$ cat src/rtl/pc_seq.sv
// Fetch sequencer: owns the fetch PC, issues one imem request at a time, hands instructions to decode.
// Optional misaligned-redirect fault detection is enabled by defining PC_SEQ_ALIGN_CHK_EN.
module pc_seq #(
   parameter int unsigned         PC_W     = 8,
   parameter logic [PC_W-1:0]     RESET_PC = 8'h00,
   parameter int unsigned         PC_STEP  = 4
) (
   input  logic            clk,
   input  logic            rst,
   input  logic            start,
   input  logic            halt,
   output logic            imem_req,
   output logic [PC_W-1:0] imem_addr,
   input  logic            imem_ack,
   input  logic [31:0]     imem_rdata,
   output logic            if_valid,
   output logic [PC_W-1:0] if_pc,
   output logic [31:0]     if_instr,
   input  logic            id_ready,
   input  logic            redir_valid,
   input  logic [PC_W-1:0] redir_pc,
   output logic            busy,
   output logic            fault
);

   typedef enum logic [1:0] {
      IDLE   = 2'd0,
      FETCH  = 2'd1,
      HOLD   = 2'd2,
      HALTED = 2'd3
   } state_e;

   state_e          state_q, state_d;
   logic [PC_W-1:0] pc_q, pc_d;
   logic            req_q, req_d;
   logic            busy_q, busy_d;
   logic            if_valid_q, if_valid_d;
   logic [PC_W-1:0] if_pc_q, if_pc_d;
   logic [31:0]     if_instr_q, if_instr_d;
   logic            fault_q, fault_d;

   logic            redir_bad_c;
   logic [PC_W-1:0] redir_tgt_c;

`ifdef PC_SEQ_ALIGN_CHK_EN
   assign redir_bad_c = |redir_pc[1:0];
   assign redir_tgt_c = redir_pc;
`else
   // Low address bits are forced to zero so every target is word aligned.
   assign redir_bad_c = 1'b0;
   assign redir_tgt_c = redir_pc & ~PC_W'(3);
`endif

   // Next-state, PC and decode-handoff logic; redirect outranks every other event while busy.
   always_comb begin
      state_d    = state_q;
      pc_d       = pc_q;
      if_valid_d = if_valid_q;
      if_pc_d    = if_pc_q;
      if_instr_d = if_instr_q;
      fault_d    = fault_q;

      unique case (state_q)
         IDLE, HALTED: begin
            if (start) begin
               state_d = FETCH;
               if (state_q == HALTED) fault_d = 1'b0;
            end
            if (redir_valid) begin
               if (redir_bad_c) begin
                  state_d = HALTED;
                  fault_d = 1'b1;
               end else begin
                  pc_d = redir_tgt_c;
               end
            end
         end
         FETCH, HOLD: begin
            if (redir_valid) begin
               if_valid_d = 1'b0;
               if (redir_bad_c) begin
                  state_d = HALTED;
                  fault_d = 1'b1;
               end else begin
                  state_d = FETCH;
                  pc_d    = redir_tgt_c;
               end
            end else if (state_q == FETCH) begin
               if (imem_ack) begin
                  if_instr_d = imem_rdata;
                  if_pc_d    = pc_q;
                  if_valid_d = 1'b1;
                  pc_d       = pc_q + PC_W'(PC_STEP);
                  state_d    = HOLD;
               end else if (halt) begin
                  state_d = HALTED;
               end
            end else if (id_ready) begin
               if_valid_d = 1'b0;
               state_d    = halt ? HALTED : FETCH;
            end
         end
      endcase

      req_d  = (state_d == FETCH);
      busy_d = (state_d == FETCH) || (state_d == HOLD);
   end

   always_ff @(posedge clk) begin
      if (rst) begin
         state_q    <= IDLE;
         pc_q       <= RESET_PC;
         req_q      <= 1'b0;
         busy_q     <= 1'b0;
         if_valid_q <= 1'b0;
         if_pc_q    <= '0;
         if_instr_q <= '0;
         fault_q    <= 1'b0;
      end else begin
         state_q    <= state_d;
         pc_q       <= pc_d;
         req_q      <= req_d;
         busy_q     <= busy_d;
         if_valid_q <= if_valid_d;
         if_pc_q    <= if_pc_d;
         if_instr_q <= if_instr_d;
         fault_q    <= fault_d;
      end
   end

   assign imem_req  = req_q;
   assign imem_addr = pc_q;
   assign if_valid  = if_valid_q;
   assign if_pc     = if_pc_q;
   assign if_instr  = if_instr_q;
   assign busy      = busy_q;
   assign fault     = fault_q;

endmodule
$ cat config.mk
export PLATFORM = sky130hd
export DESIGN_NAME = pc_seq
export DESIGN_NICKNAME = d
export VERILOG_FILES = /design/src/rtl/pc_seq.sv
export SDC_FILE = /design/constraint.sdc
export NUM_CORES = 1
export LEC_CHECK = 0
export BUFFER_PORTS_ARGS = -buffer_cell sky130_fd_sc_hd__buf_4
export CAP_MARGIN = 5
export CORE_ASPECT_RATIO = 0.9
export CORE_MARGIN = 2
export CORE_UTILIZATION = 48
export DETAILED_ROUTE_END_ITERATION = 16
export PLACE_DENSITY = 0.93
export SETUP_SLACK_MARGIN = 0.3
export SYNTH_ARGS = -nofsm -noshare
export SYNTH_HDL_FRONTEND = slang
export SYNTH_SLANG_ARGS = --single-unit
$ cat constraint.sdc
create_clock -name clk -period 4 [get_ports clk]
set_input_delay 0.2 -clock clk [delete_from_list [all_inputs] [get_ports clk]]
set_output_delay 0.2 -clock clk [all_outputs]
set_load 0.02 [all_outputs]
==> out/qor.yml <==
status: "complete, no violations"
maxCapViolCount: 0
netlist_top_cells_area: "dfxtp_1 50%, nand2_1 15%, a21oi_1 11%"
drc: 0
hold_viol: 0
grt_start_max_net_pins: 50
setup_viol: 0
core_mm2: 0.004019
cts_max_level: 2
cellLeakagePower_nw: 1.202
clk_pin_slew_ns: 0.09
final_cell_mix: "93 x buf_4, 80 x nand2_1, 49 x dfxtp_1"
hold_class: "input port to flip-flop"
post_cts_resized: 0
clock_sinks: 49
cts_buffer_depth: 2
yosys_warnings: 0
path_class: "flip-flop to flip-flop"
place_hpwl_um: 3088
synth_top_area_share_pct: 49.65
cp_data_required_time_ns: 4.23
synth.avg_cell_area_um2: 8.097
antenna_left: 0
layout.cells.non_filler: 378
async_flop_share_pct: 0
synth.distinct_cells: 33
fin_skew_ns: 0.004496
rsz0062_at_grt: "no"
synth_seq_area_share_pct: 49.65
dr.first_iter.drc_count: 112
num_rows: 22
power.density_mw_per_mm2: 389.5
tightest_slew_ns: 0.5111
cts_hold_buf: 0
grt_use_total_pct: 19.46
place_inst: 370
antenna_found_initial: 0
die_area_mm2: 0.004646
cts_tree: "yes"
num_vias: 1855
syn2layout_area_growth_pct: 38.95
relSlewSlack_pct: 65.93
routedWlPerCell_um: 11.85
gp_congestion: 0.7824
synth_seq_cells: 49
cts_made_buffers: 5
arrival_ns: 2.11
fin_setup_tns_ns: 0
max_freq_mhz: 532.6
nFillCells: 340
finalCritPeriodShare_pct: 46.94
drt-total-wl_um: 4481
fp.dieW_um: 71.63
initial_core_util_pct: 49.16
grt_overflow: 0
clk_latency_ns: 0.29
crit_path_end_kind: "flip-flop"
regArea_um2: 980.9
netlist_area_mm2: 0.001976
layout_commonest_cell: "buf_4"
diodes: 0
grt_first_pass_wirelength_um: 7300
peakVddDrop_uv: 259.9
netlist_instances: 244
chipHeight_um: 64.87
multi_input_area_um2: 878.3
cts_setup_buffers: 0
crit_fanout: 7
synth_ff_type: "dfxtp_1"
root_buffer: "clkbuf_8"
via_per_inst: 4.907
synth_edf_count: 0
slew_viol_final: 0
layout-drive-gt1-share_pct: 31.52
port_buffers: 91
dr.pass1.iters: 4
timing.critical_path.from_type: "flip-flop"
pin_count: 99
finalCriticalPeriod_ns: 1.877
synth_top_cell_by_area: "dfxtp_1"
nets: 380
grt_pass1_vias: 1709
## layout make-up
class	instances	area share, %
sequential	49	35.73
multi-input combinational	177	32.00
timing repair buffer	93	25.43
clock buffer	7	3.145
tap	48	2.188
clock inverter	1	1.094
inverter	3	0.4102
## sequential cells by signal, indices dropped and copies added, names as in the netlist
register / count
state_q: 2
if_instr: 32
busy: 1
imem_req: 1
imem_addr: 6
if_pc: 6
if_valid: 1
## routing by layer
layer / global-route usage [%] / share of wire, % / up-vias
met5: 0 / 0 / -
met4: 3.538 / 0.31 / 0
met3: 5.754 / 7.9 / 2
met2: 33.68 / 49 / 67
met1: 24.13 / 43 / 823
li1: - / - / 963
## power breakdown
part | internal, mW | switching [mW]
Clock | 0.204 | 0.151
Sequential | 0.511 | 0.0165
Combinational | 0.0869 | 0.100
Total | 0.802 | 0.267
## final timing paths
check / startpoint / end / slack [ns] / depth (start not counted)
min: imem_rdata[5] / if_instr[5] / 0.15 / 3
max: state_q[1] / busy / 2.12 / 8
max reg2reg: state_q[1] / busy / 2.12 / 8
min reg2reg: if_instr[1] / if_instr[1] / 0.46 / 2
## worst max-delay path: stages (launching register included)
cell	delay, ns
dfxtp_1	0.37
inv_1	0.07
ha_1	0.36
nor2_2	0.29
a31oi_1	0.12
nor2_1	0.15
a31oi_1	0.07
ha_1	0.30
nor2_1	0.09
## metrics by stage
stage | power, mW | hold slack (ns) | util [%] | area (µm²) | setup WS, ns
after global routing | 1.129 | 0.1320 | 68.31 | 2745 | 1.979
after detailed placement | 0.7269 | 0.4466 | 65.41 | 2629 | 2.160
after CTS | 1.082 | 0.1364 | 68.31 | 2745 | 2.144
after global placement | 0.7211 | 0.4360 | 65.41 | 2629 | 2.206
final | 1.069 | 0.1466 | 68.31 | 2745 | 2.123
after floorplan | 0.6496 | 0.3125 | - | 1991 | 2.364
## synth_stat cells (3+ instances only)
cell type and instances:
xnor2_1 3, buf_4 9, a21oi_1 42, inv_1 3, ha_1 4, dfxtp_1 49, nor2_1 10, and3_1 3
nand2b_1 3, clkbuf_1 6, nand2_1 80, o21a_1 3
## cells by family after synthesis
logic type / after synthesis / synth area share [%]
muxes: 1 / 0.5067
AOI/OAI and AO/OA: 56 / 15.77
other: 1 / 0.1898
xor gates and xnor gates: 3 / 1.330
buffers and inverters: 22 / 6.776
adders and majority gates: 4 / 2.533
DFF: 49 / 49.65
and+or+nand+nor: 108 / 23.24
(Power assumes the default switching activity.)
